===== src/rtl/apb_bcd_alu.sv =====
// apb_bcd_alu: APB slave running digit-serial BCD add/subtract, one digit per PCLK.
// Optional interrupt output and CTRL.IE bit enabled by defining APB_BCD_IRQ_EN.
module apb_bcd_alu #(
  parameter int unsigned DIGITS    = 8,
  parameter logic [7:0]  CTRL_ADDR = 8'h00,
  parameter logic [7:0]  OPA_ADDR  = 8'h04,
  parameter logic [7:0]  OPB_ADDR  = 8'h08,
  parameter logic [7:0]  RES_ADDR  = 8'h0C,
  parameter logic [7:0]  STAT_ADDR = 8'h10
) (
  input  logic        PCLK,
  input  logic        PRESET,
  input  logic        PSEL,
  input  logic        PENABLE,
  input  logic        PWRITE,
  input  logic [31:0] PADDR,
  input  logic [31:0] PWDATA,
  output logic [31:0] PRDATA,
  output logic        PREADY,
  output logic        PSLVERR
`ifdef APB_BCD_IRQ_EN
  ,
  output logic        irq
`endif
);

  localparam int unsigned DW = 4 * DIGITS;
  localparam int unsigned IW = 4;

  typedef enum logic [1:0] {S_IDLE, S_CALC, S_FIN} state_t;

  state_t          state;
  logic [DW-1:0]   opa, opb, result;
  logic [DW-1:0]   a_sh, b_sh, acc;
  logic [IW-1:0]   idx;
  logic            mode, mode_s, cy, inv;
  logic            done, carry, invalid;
  logic            ie;
  logic            busy;

  logic            access_c, wr_ok_c, start_c, slverr_c;
  logic            hit_ctrl_c, hit_opa_c, hit_opb_c, hit_res_c, hit_stat_c;
  logic [31:0]     rdata_c;
  logic [3:0]      a_d_c, b_d_c, dig_c;
  logic [4:0]      sum5_c, dif5_c;
  logic            cout_c, bad_c;
  logic            unused_c;

  assign busy     = (state != S_IDLE);
  assign unused_c = ^{PADDR[31:8], PWDATA};

  // Address decode, error classification and read mux for the current access
  always_comb begin
    hit_ctrl_c = (PADDR[7:0] == CTRL_ADDR);
    hit_opa_c  = (PADDR[7:0] == OPA_ADDR);
    hit_opb_c  = (PADDR[7:0] == OPB_ADDR);
    hit_res_c  = (PADDR[7:0] == RES_ADDR);
    hit_stat_c = (PADDR[7:0] == STAT_ADDR);
    access_c   = PSEL && PENABLE && !PREADY;
    slverr_c   = !(hit_ctrl_c || hit_opa_c || hit_opb_c || hit_res_c || hit_stat_c)
               || (PWRITE && (hit_res_c || hit_stat_c))
               || (PWRITE && busy && (hit_ctrl_c || hit_opa_c || hit_opb_c));
    wr_ok_c    = access_c && PWRITE && !slverr_c;
    start_c    = wr_ok_c && hit_ctrl_c && PWDATA[0];
    rdata_c    = '0;
    if (hit_ctrl_c)      rdata_c = {29'd0, ie, mode, 1'b0};
    else if (hit_opa_c)  rdata_c = 32'(opa);
    else if (hit_opb_c)  rdata_c = 32'(opb);
    else if (hit_res_c)  rdata_c = 32'(result);
    else if (hit_stat_c) rdata_c = {28'd0, invalid, carry, done, busy};
  end

  // One BCD digit step on the low nibbles of the operand shifters
  always_comb begin
    a_d_c  = a_sh[3:0];
    b_d_c  = b_sh[3:0];
    sum5_c = 5'(a_d_c) + 5'(b_d_c) + 5'(cy);
    dif5_c = 5'(a_d_c) - 5'(b_d_c) - 5'(cy);
    dig_c  = 4'd0;
    cout_c = 1'b0;
    if (mode_s) begin
      if (sum5_c > 5'd9) begin
        dig_c  = 4'(sum5_c - 5'd10);
        cout_c = 1'b1;
      end else begin
        dig_c  = sum5_c[3:0];
      end
    end else begin
      if (dif5_c[4]) begin
        dig_c  = dif5_c[3:0] + 4'd10;
        cout_c = 1'b1;
      end else begin
        dig_c  = dif5_c[3:0];
      end
    end
    bad_c = (a_d_c > 4'd9) || (b_d_c > 4'd9);
  end

  // APB response: one wait state, data/error registered alongside PREADY
  always_ff @(posedge PCLK) begin
    if (PRESET) begin
      PREADY  <= 1'b0;
      PSLVERR <= 1'b0;
      PRDATA  <= '0;
    end else begin
      PREADY  <= access_c;
      PSLVERR <= access_c && slverr_c;
      PRDATA  <= (access_c && !PWRITE) ? rdata_c : '0;
    end
  end

  // Register file writes and the IDLE/CALC/FIN digit-serial engine
  always_ff @(posedge PCLK) begin
    if (PRESET) begin
      state   <= S_IDLE;
      opa     <= '0;
      opb     <= '0;
      result  <= '0;
      a_sh    <= '0;
      b_sh    <= '0;
      acc     <= '0;
      idx     <= '0;
      mode    <= 1'b0;
      mode_s  <= 1'b0;
      cy      <= 1'b0;
      inv     <= 1'b0;
      done    <= 1'b0;
      carry   <= 1'b0;
      invalid <= 1'b0;
    end else begin
      if (wr_ok_c && hit_opa_c)  opa  <= PWDATA[DW-1:0];
      if (wr_ok_c && hit_opb_c)  opb  <= PWDATA[DW-1:0];
      if (wr_ok_c && hit_ctrl_c) mode <= PWDATA[1];
      case (state)
        S_IDLE: begin
          if (start_c) begin
            state  <= S_CALC;
            a_sh   <= opa;
            b_sh   <= opb;
            acc    <= '0;
            mode_s <= PWDATA[1];
            idx    <= '0;
            cy     <= 1'b0;
            inv    <= 1'b0;
            done   <= 1'b0;
          end
        end
        S_CALC: begin
          a_sh <= a_sh >> 4;
          b_sh <= b_sh >> 4;
          acc  <= (acc >> 4) | (DW'(dig_c) << (DW - 4));
          cy   <= cout_c;
          inv  <= inv | bad_c;
          idx  <= idx + IW'(1);
          if (idx == IW'(DIGITS - 1)) state <= S_FIN;
        end
        S_FIN: begin
          result  <= acc;
          carry   <= cy;
          invalid <= inv;
          done    <= 1'b1;
          state   <= S_IDLE;
        end
        default: state <= S_IDLE;
      endcase
    end
  end

`ifdef APB_BCD_IRQ_EN
  // Interrupt enable bit and registered done interrupt, dropped on START
  always_ff @(posedge PCLK) begin
    if (PRESET) begin
      ie  <= 1'b0;
      irq <= 1'b0;
    end else begin
      if (wr_ok_c && hit_ctrl_c) ie <= PWDATA[2];
      if (start_c) irq <= 1'b0;
      else         irq <= done && ie;
    end
  end
`else
  assign ie = 1'b0;
`endif

endmodule


===== config.mk =====
export PLATFORM = sky130hd
export DESIGN_NAME = apb_bcd_alu
export DESIGN_NICKNAME = d
export VERILOG_FILES = /design/src/rtl/apb_bcd_alu.sv
export SDC_FILE = /design/constraint.sdc
export NUM_CORES = 1
export LEC_CHECK = 0
export BUFFER_PORTS_ARGS = -buffer_cell sky130_fd_sc_hd__buf_2
export CAP_MARGIN = 0
export CORE_MARGIN = 2
export CORE_UTILIZATION = 53
export CTS_CLUSTER_DIAMETER = 200
export DETAILED_ROUTE_END_ITERATION = 16
export GPL_ROUTABILITY_DRIVEN = 1
export PLACE_DENSITY = 0.79
export SLEW_MARGIN = 20
export SYNTH_ARGS = -nofsm -noshare
export SYNTH_HDL_FRONTEND = slang
export SYNTH_SLANG_ARGS = --single-unit

===== constraint.sdc =====
create_clock -name PCLK -period 2.8 [get_ports PCLK]
set_clock_uncertainty 0.15 [all_clocks]
set_input_delay 0.14 -clock PCLK [delete_from_list [all_inputs] [get_ports PCLK]]
set_output_delay 0.14 -clock PCLK [all_outputs]
set_load 0.02 [all_outputs]

Yosys cells after proc, flatten, opt, wreduce, memory -nomap -nowiden
Index checks and enable logic that the tools add are counted.

Flip-flop bits (word level): 239. Bits in latches: 0. RAM bits: 0. ROM bits: 0. Input bits: 69. Output and inout port bits: 34. Logic and storage cells: 103. Memories: 0.

$add $sub $neg: 7. $mul: 0. Div/mod/pow operators: 0. Order comparisons: 3. Equal/unequal tests: 9. Shift operators: 0. Muxes and demuxes: 26. Bitwise operators: 3. Reduce and logical (&&, ||, !) cells: 36.

Operators by type and width (number): 32-bit 2-to-1 mux (6); 32-bit one-hot mux with 2 select lines (3); 28-bit by 32-bit OR with 32-bit output (1); 4-bit 2-to-1 mux (5); 8-bit by 4-bit == test with 1-bit output (second input constant) (2); 1-bit logical AND (13); 8-bit by 3-bit == test with 1-bit output (second input constant) (1); 8-bit by 5-bit == test with 1-bit output (second input constant) (1); 4-bit > comparator (second input constant) (2); 8-bit zero test (1); 1-bit logical OR (8); 4-bit one-hot mux with 2 select lines (1); 2-bit AND reduction (4); 2-bit 2-to-1 mux (3); 1-bit one-hot mux with 2 select lines (3); 2-bit nonzero test (3); 4-bit by 4-bit adder with 5-bit output (1); 5-bit by 1-bit adder with 5-bit output (1); 5-bit by 4-bit > comparator with 1-bit output (second input constant) (1); 4-bit by 4-bit subtractor with 5-bit output (1); 5-bit by 1-bit subtractor with 5-bit output (1); 4-bit by 1-bit adder with 4-bit output (second input constant) (1); 4-bit adder (second input constant) (1); 4-bit by 3-bit == test with 1-bit output (second input constant) (1); other kinds (12) (19).

Depth between registers and ports, before layout
Gate-level depths: netlist of the first run.

Depth after elaboration: 14. Gate-level depth with buffers: 9.

Worst setup path before layout of the first run
OpenSTA, ideal clock, no wires.

Path kind: flip-flop to flip-flop. Start: reg a_sh[0]. End: reg acc[30]. Library setup time: 0.070 ns. Arrival: 2.409 ns. Required time: 2.580 ns. Path slack: 0.171 ns. Cell stages (with the launch flop): 10. Buffers on the path: 0. Cell sequence: dfxtp_1 > fa_1 > fa_1 > xor2_1 > ha_1 > nor2b_1 > a31o_2 > o21a_1 > o211a_1 > o2bb2ai_1.

Cells in the longest elaborated chain, start to end: 7.

Ends and longest elaborated chain: start: declaration (RTL line 34) `logic [DW-1:0] a_sh, b_sh, acc;`; start signal: assignment (RTL line 138) `a_sh <= opa;`; start signal: assignment (RTL line 149) `a_sh <= a_sh >> 4;`; 4-bit by 4-bit subtractor with 5-bit output / 4-bit by 4-bit adder with 5-bit output (equally long branches) (RTL line 78, 77); 5-bit by 1-bit subtractor with 5-bit output / 5-bit by 1-bit adder with 5-bit output (equally long branches) (RTL line 78, 77); 4-bit adder, or another cell as far along (RTL line 90) `dig_c = dif5_c[3:0] + 4'd10;`; 4-bit 2-to-1 mux (on tied branches) (RTL line 89, 82); 4-bit 2-to-1 mux (*) (RTL line 81) `if (mode_s) begin`; 28-bit by 32-bit OR with 32-bit output (*) (RTL line 151) `acc <= (acc >> 4) | (DW'(dig_c) << (DW - 4));`; 32-bit one-hot mux with 2 select lines (*) (RTL line 134) `case (state)`; end signal: assignment (RTL line 151); end: declaration (RTL line 34).

Every way passes the cells marked *; elsewhere a longest branch is shown, timed or not. A chain may end at the register's enable or synchronous reset.

Final worst setup path of the first run
Start: in PADDR[5]. End: reg opa[7].

Cells in the longest elaborated chain, start to end: 11.

Ends and longest elaborated chain: start: declaration (RTL line 16) `input logic [31:0] PADDR,`; 8-bit by 3-bit == test with 1-bit output / 8-bit zero test (equally long branches) (RTL line 55, 54); 1-bit logical OR (2 in a row) (RTL line 60, 62); 1-bit logical OR (2 in a row) (RTL line 60) `slverr_c = !(hit_ctrl_c || hit_opa_c || hit_opb_c || hit_res_c || hit_stat_c)`; 1-bit zero test (RTL line 60); 1-bit logical OR (RTL line 61) `|| (PWRITE && (hit_res_c || hit_stat_c))`; 1-bit logical OR (RTL line 62) `|| (PWRITE && busy && (hit_ctrl_c || hit_opa_c || hit_opb_c));`; 1-bit zero test (RTL line 63) `wr_ok_c = access_c && PWRITE && !slverr_c;`; 1-bit logical AND (RTL line 63); 1-bit logical AND (*) (RTL line 131) `if (wr_ok_c && hit_opa_c) opa <= PWDATA[DW-1:0];`; end signal: assignment (RTL line 131); end: declaration (RTL line 33) `logic [DW-1:0] opa, opb, result;`.

Marked as above.

==> impl_metrics.csv, run 1 <==
group,metric,value,unit
critical_path,cp_common_cell,"dlygate4sd3_1",
timing,slew_viol_final,0,
yosys,synthArstFlopShare,0,
clock_tree,clkLatencyLatePin,520,ps
run,drv_cap,0,
power,sw_frac_of_total,0.2090,
yosys,synth_cell_types,47,
clock_tree,cts_buffers,25,
timing,rsz0062_at_grt,"false",
critical_path,reg2reg_depth,9,
critical_path,cp_num_buf_inv,4,
critical_path,r2r-start,"a_sh[0]",
final_layout,drive_above_1_share,0.1518,
critical_path,startpoint_type,"input pin",
final_layout,syn2layout_area_growth,18.74,%
timing,maxClockFrequency,373.1,MHz
critical_path,cp_max_fo,23,
detailed_routing,drt_first_iter_violations,842,
yosys,synth_top_area_frac,0.4847,
yosys,synth_seq_cells,239,
timing,fin_crit_sh,0.9572,
power,power.internal,0.005403,W
placement,port_buffers,78,
critical_path,end_kind,"flip-flop",
critical_path,crit_chain,"dlygate4sd3_1 -> buf_2 -> or3_4 -> or4_4 -> nor2b_2 -> buf_12 -> nand2_1 -> a21oi_1 -> dlygate4sd3_1",
critical_path,worstReg2RegEnd,"acc[29]",
yosys,synth_warnings,0,
hold_path,holdPathEnd,"PRDATA[0]",
power,p_switching,0.001428,W
detailed_routing,wire_per_inst,16.96,µm
placement,detailed_place_hpwl,15600,µm
critical_path,required,3110,ps
yosys,syn_area_per_cell,8.401,µm²
timing,fin_tns_setup,0,ps
final_layout,final_nets,1340,
global_route,grt_overflow,0,
die,die_w,140.5,µm
clock_tree,cts_root_buf,"clkbuf_16",
final_layout,fillers,1485,
placement,dpl.cell_count,1412,
timing,setup_viol,0,
die,die_h,140.5,µm
power,ir_drop,0.4768,mV
die,start_util,0.5439,
critical_path,slowest_delay,630,ps
clock_tree,clk_path_buf_depth,3,
global_route,grt_first_pass_wirelength,41570,µm
timing,relSlewSlack,0.4954,
power,p_clk_frac,0.469,
power,power_frac_seq,0.498,
detailed_routing,via_per_inst,5.781,
yosys,syn_area,9871,µm²
power,leakage,4.329,nW
die,rows,49,
detailed_routing,drt-total-wl,25440,µm
final_layout,final_cells,1500,
clock_tree,clkTransAtPathRegs,60,ps
yosys,ys.flop_type,"dfxtp_1",
yosys,synth_common_cells,"nand2_1, dfxtp_1, nor2_1, a21oi_1, clkbuf_1",
yosys,synthCells,1175,
global_route,grt_max_degree,137,
critical_path,cpMaxStageDelayCell,"or4_4",
critical_path,rrSetupSlack,170,ps
yosys,synth_area_leader_cell,"dfxtp_1",
hold_path,worstHoldStart,"PADDR[0]",
yosys,synth_edf_count,0,
outcome,status,"finished clean",
timing,tightest_slew,756.2,ps
critical_path,crit_type,"input pin to flip-flop",
clock_tree,cts_sinks,239,
die,die_area,19730,µm²
clock_tree,postCtsSetupBuffers,0,
timing,min_period,2680,ps
global_route,first_global_vias,8166,
yosys,syn_nets,1260,
detailed_routing,dr_total_vias,8671,
detailed_routing,antenna_left,0,
power,power_density,582.8,nW/µm²
timing,finalHoldViolCount,0,
final_layout,num_antenna_cells,0,
detailed_routing,drc,0,
die,core,18150,µm²
yosys,synth_area_leaders,"dfxtp_1, nand2_1, a21oi_1",
detailed_routing,drtPass1Iterations,5,
global_route,gr-usage-all-layers,0.2552,
critical_path,crit_family,"buffers and inverters",
power,comb_power_share,0.032,
critical_path,arrival,2990,ps
yosys,synth.most_common_cell,"nand2_1",
placement,gp_congestion,0.8351,
hold_path,hp-class,"input pin to flip-flop",
die,ioPinCount,103,
yosys,yosysSeqAreaShare,0.4847,
hold_path,min_path_cells,6,
clock_tree,cts_tree,"built",
clock_tree,htree_levels,1,
global_route,grt_antenna_before_repair,0,
==> worst max path at each step <==
stage / start / to / slack (ps) / depth (start not counted)
2_1_floorplan: a_sh[0] / acc[30] / 170 / 9
3_3_place_gp: PADDR[7] / opb[13] / 60 / 8
3_5_place_dp: PADDR[7] / opb[14] / 30 / 8
4_1_cts: PADDR[5] / opa[2] / 40 / 9
5_1_grt: PADDR[5] / opa[7] / 5 / 9
6_report: PADDR[5] / opa[7] / 120 / 9
==> area by class of cell <==
| cell class | instances | area [µm²] | share of cell area |
|---|---|---|---|
| clock inverter | 6 | 58.81 | 0.005018 |
| inverter | 12 | 45.04 | 0.003843 |
| timing repair buffer | 151 | 1182 | 0.1009 |
| sequential | 239 | 4788 | 0.4086 |
| clock buffer | 37 | 740.7 | 0.06320 |
| multi-input combinational | 826 | 4618 | 0.3940 |
| tap | 229 | 286.5 | 0.02445 |
==> routing by layer <==
layer	track usage	share of wire	vias to the layer above
met4	0.07474	0.023	0
li1	-	-	4165
met2	0.4187	0.47	331
met5	0	0	-
met3	0.03795	0.077	47
met1	0.3516	0.44	4128
==> state kept, by name, summed over array words and instances (netlist names), 2 cells and up <==
| name | cells |
|---|---|
| PRDATA | 32 |
| a_sh | 32 |
| acc | 32 |
| b_sh | 32 |
| opa | 32 |
| opb | 32 |
| result | 32 |
| idx | 4 |
| state | 2 |
==> cells by family after synthesis <==
family,Yosys count,share of synthesized area
and+or+nand+nor,473,0.1948
xor gates and xnor gates,11,0.009760
buffers and inverters,110,0.05134
muxes,63,0.06756
DFF,239,0.4847
AOI/OAI and AO/OA,263,0.1685
adders and majority gates,16,0.02332
==> placed cells by master (no fill, tap or decap), drive strengths merged, types with 2 or more instances in the layout <==
cell         netlist  routed
xnor2              6       6
dfxtp            239     239
o21ai             35      35
a22oi             34      34
nor3               7       7
buf               21     106
nor4               2       2
mux2              29      29
xor2               5       5
mux2i             34      34
or2                2       2
o21a               2       2
o2bb2ai            2       2
nand2            293     293
fa                 4       4
o22ai              5       5
a311oi            56      56
nor2b              8       8
nand3b             4       4
nor2             133     133
a211oi             2       2
a21oi            120     120
nand4              2       2
or4                4       4
inv               12      13
nand2b             6       6
clkinv             0       4
ha                12      12
clkbuf            77      37
nand3              8       8
dlygate4sd3        0      45
==> power by group through the flow <==
stage	combinational [W]	sequential, W	clock [W]
6_report	0.000221	0.00340	0.00321
5_1_grt	0.000237	0.00340	0.00338
4_1_cts	0.000216	0.00340	0.00325
3_5_place_dp	0.000170	0.00348	0
3_3_place_gp	0.000168	0.00348	0
2_1_floorplan	0.0000975	0.00348	0
==> worst reg2reg max path: cells and delay by family, from the launching register on <==
kind | cells | cell delay (ps)
buffers and inverters | 1 | 50
flip-flops | 1 | 350
XOR/XNOR | 1 | 160
AND/OR/NAND/NOR | 1 | 140
adder cells (fa/ha/maj) | 3 | 1120
AO/OA/AOI/OAI | 3 | 520
==> per-stage QoR <==
stage,hold slack [ps],power (W),utilization,area (µm²),setup WS (ps)
final,119.9,0.006831,0.6458,11720,119.8
after floorplan,126.0,0.003577,-,9871,170.8
after global routing,167.8,0.007021,0.6458,11720,5.336
after global placement,241.4,0.003646,0.5758,10450,63.37
after CTS,103.8,0.006869,0.6447,11700,37.15
after detailed placement,249.4,0.003648,0.5758,10450,25.81
==> timing repair <==
action | 4_1_cts | 5_1_grt
hold buffers | 45 | 0
resized for setup | 0 | 8
hold endpoints to repair | 97 | 0
endpoints found under the setup margin | 0 | 5
(Power assumes the default switching activity.)
==> inputs of run 2 (changes only) <==
Settings changed: BUFFER_PORTS_ARGS -buffer_cell sky130_fd_sc_hd__buf_2 to -buffer_cell sky130_fd_sc_hd__buf_4.
==> run 2 against run 1 <==
Net effect: register-to-register slack got worse by 80 ps; largest cell class unchanged; critical path type is now flip-flop to flip-flop; count of clock-buffer cells in the layout rose by 2; highest routed layer unchanged; non-clock buffer count stayed put; cell count about the same; total power shrank 0.19%; sequential power about the same; global-route usage increased by 0.45 points; sequential cell count is the same; utilization is 0.91 points higher.
==> impl_metrics.csv, run 2 (synthesized netlist as in run 1, its figures left out) <==
group,metric,value,unit
outcome,status,"finished clean",
critical_path,cpMaxStageDelayCell,"fa_2",
timing,slew_viol_final,0,
timing,maxClockFrequency,369.0,MHz
final_layout,fillers,1442,
critical_path,cp_common_cell,"fa_2",
detailed_routing,antenna_left,0,
clock_tree,postCtsSetupBuffers,0,
clock_tree,cts_sinks,239,
power,p_total,0.006817,W
final_layout,final_cells,1501,
power,power_density,573.6,nW/µm²
placement,dpl.cell_count,1415,
timing,fin_tns_setup,0,ps
detailed_routing,wire_per_inst,17.37,µm
global_route,gr-usage-all-layers,0.2596,
timing,relSlewSlack,0.4374,
die,rows,49,
placement,port_buffers,78,
timing,tightest_slew,843.9,ps
detailed_routing,drtPass1Iterations,5,
die,core,18150,µm²
critical_path,crit_chain,"fa_2 -> fa_2 -> inv_2 -> ha_2 -> nor2b_1 -> a31o_2 -> o21a_2 -> xnor2_2 -> o22ai_1",
detailed_routing,drt_first_iter_violations,822,
final_layout,drive_above_1_share,0.1564,
placement,placed_area,10650,µm²
timing,setup_viol,0,
detailed_routing,wl_met2,12540,µm
final_layout,seq_area,4788,µm²
critical_path,crit_type,"flip-flop to flip-flop",
timing,hold_ws,42.18,ps
clock_tree,clk_path_buf_depth,3,
critical_path,cp_max_fo,4,
detailed_routing,drt-total-wl,26080,µm
global_route,grt_first_pass_wirelength,42300,µm
placement,gp_congestion,0.8571,
timing,min_period,2710,ps
hold_path,hp-class,"input pin to flip-flop",
global_route,grt_max_degree,85,
critical_path,arrival,2930,ps
power,leakage,4.341,nW
critical_path,slowest_delay,540,ps
die,die_w,140.5,µm
global_route,grt_overflow,0,
die,start_util,0.5439,
clock_tree,clkLatencyLatePin,520,ps
clock_tree,htree_levels,1,
global_route,grt_antenna_before_repair,0,
clock_tree,cts_buffers,25,
final_layout,mostFrequentLayoutCell,"nand2_1",
detailed_routing,routed.top_layer,"met4",
run,drv_cap,0,
detailed_routing,m1WireLength,10930,µm
critical_path,end_kind,"flip-flop",
final_layout,final_nets,1340,
global_route,first_global_vias,8349,
detailed_routing,wl_met3,1857,µm
critical_path,required,3030,ps
final_layout,syn2layout_area_growth,20.41,%
die,die_h,140.5,µm
die,die_area,19730,µm²
final_layout,layout_common_cells,"nand2_1, dfxtp_1, nor2_1",
placement,detailed_place_hpwl,16050,µm
clock_tree,cts_root_buf,"clkbuf_16",
clock_tree,cts_tree,"built",
critical_path,startpoint_type,"flip-flop",
timing,finalHoldViolCount,0,
final_layout,multi_input_area,4619,µm²
detailed_routing,dr_total_vias,8707,
timing,rsz0062_at_grt,"false",
detailed_routing,via_per_inst,5.801,
clock_tree,clkTransAtPathRegs,60,ps
power,ir_drop,0.5008,mV
final_layout,fin_area,11890,µm²
die,ioPinCount,103,
final_layout,num_antenna_cells,0,
timing,fin_crit_sh,0.9677,
detailed_routing,drc,0,
==> run 2: cell type report <==
class	count	area share
sequential	239	0.4029
multi-input combinational	826	0.3887
timing repair buffer	151	0.1140
clock buffer	39	0.06380
tap	229	0.02411
inverter	12	0.003790
clock inverter	5	0.002737
==> run 2: critical path: cells and delay by family, from the launching register on <==
family	cells	cell delay, ps
XOR/XNOR	1	160
flip-flops	1	350
AND/OR/NAND/NOR	1	140
AO/OA/AOI/OAI	3	550
adder cells (fa/ha/maj)	3	1130
buffers and inverters	1	70
==> run 2: metal layers <==
| metal | track usage | vias up |
|---|---|---|
| met2 | 0.4376 | 357 |
| met5 | 0 | - |
| met3 | 0.03658 | 57 |
| li1 | - | 4173 |
| met4 | 0.08053 | 0 |
| met1 | 0.3477 | 4120 |
==> run 2: what timing repair did <==
item                                   CTS  global route
setup endpoints to repair                1             4
hold buffers                            42             0
gates resized for setup                  2             8
endpoints found under the hold margin   96             0
pin swaps                                1             3
==> run 2: final timing paths <==
kind,startpoint,depth (start not counted),slack [ps],endpoint
min reg2reg,result[26],2,310,result[26]
max,a_sh[0],9,90,acc[29]
min,PADDR[0],6,40,PRDATA[3]
max reg2reg,a_sh[0],9,90,acc[29]
==> run 2: power by group <==
part           switching [W]  leakage [nW]  internal (W)
combinational       0.000131          2.02      0.000107
clock                0.00132         0.393       0.00185
sequential        0.00000128          1.93       0.00340
==> run 2: stage by stage <==
step | worst slack [ps] | utilization
6_report | 90.31 | 0.6549
5_1_grt | 16.84 | 0.6549
4_1_cts | 27.64 | 0.6540
3_5_place_dp | -57.31 | 0.5869
3_3_place_gp | -1.986 | 0.5869
2_1_floorplan | 170.8 | -
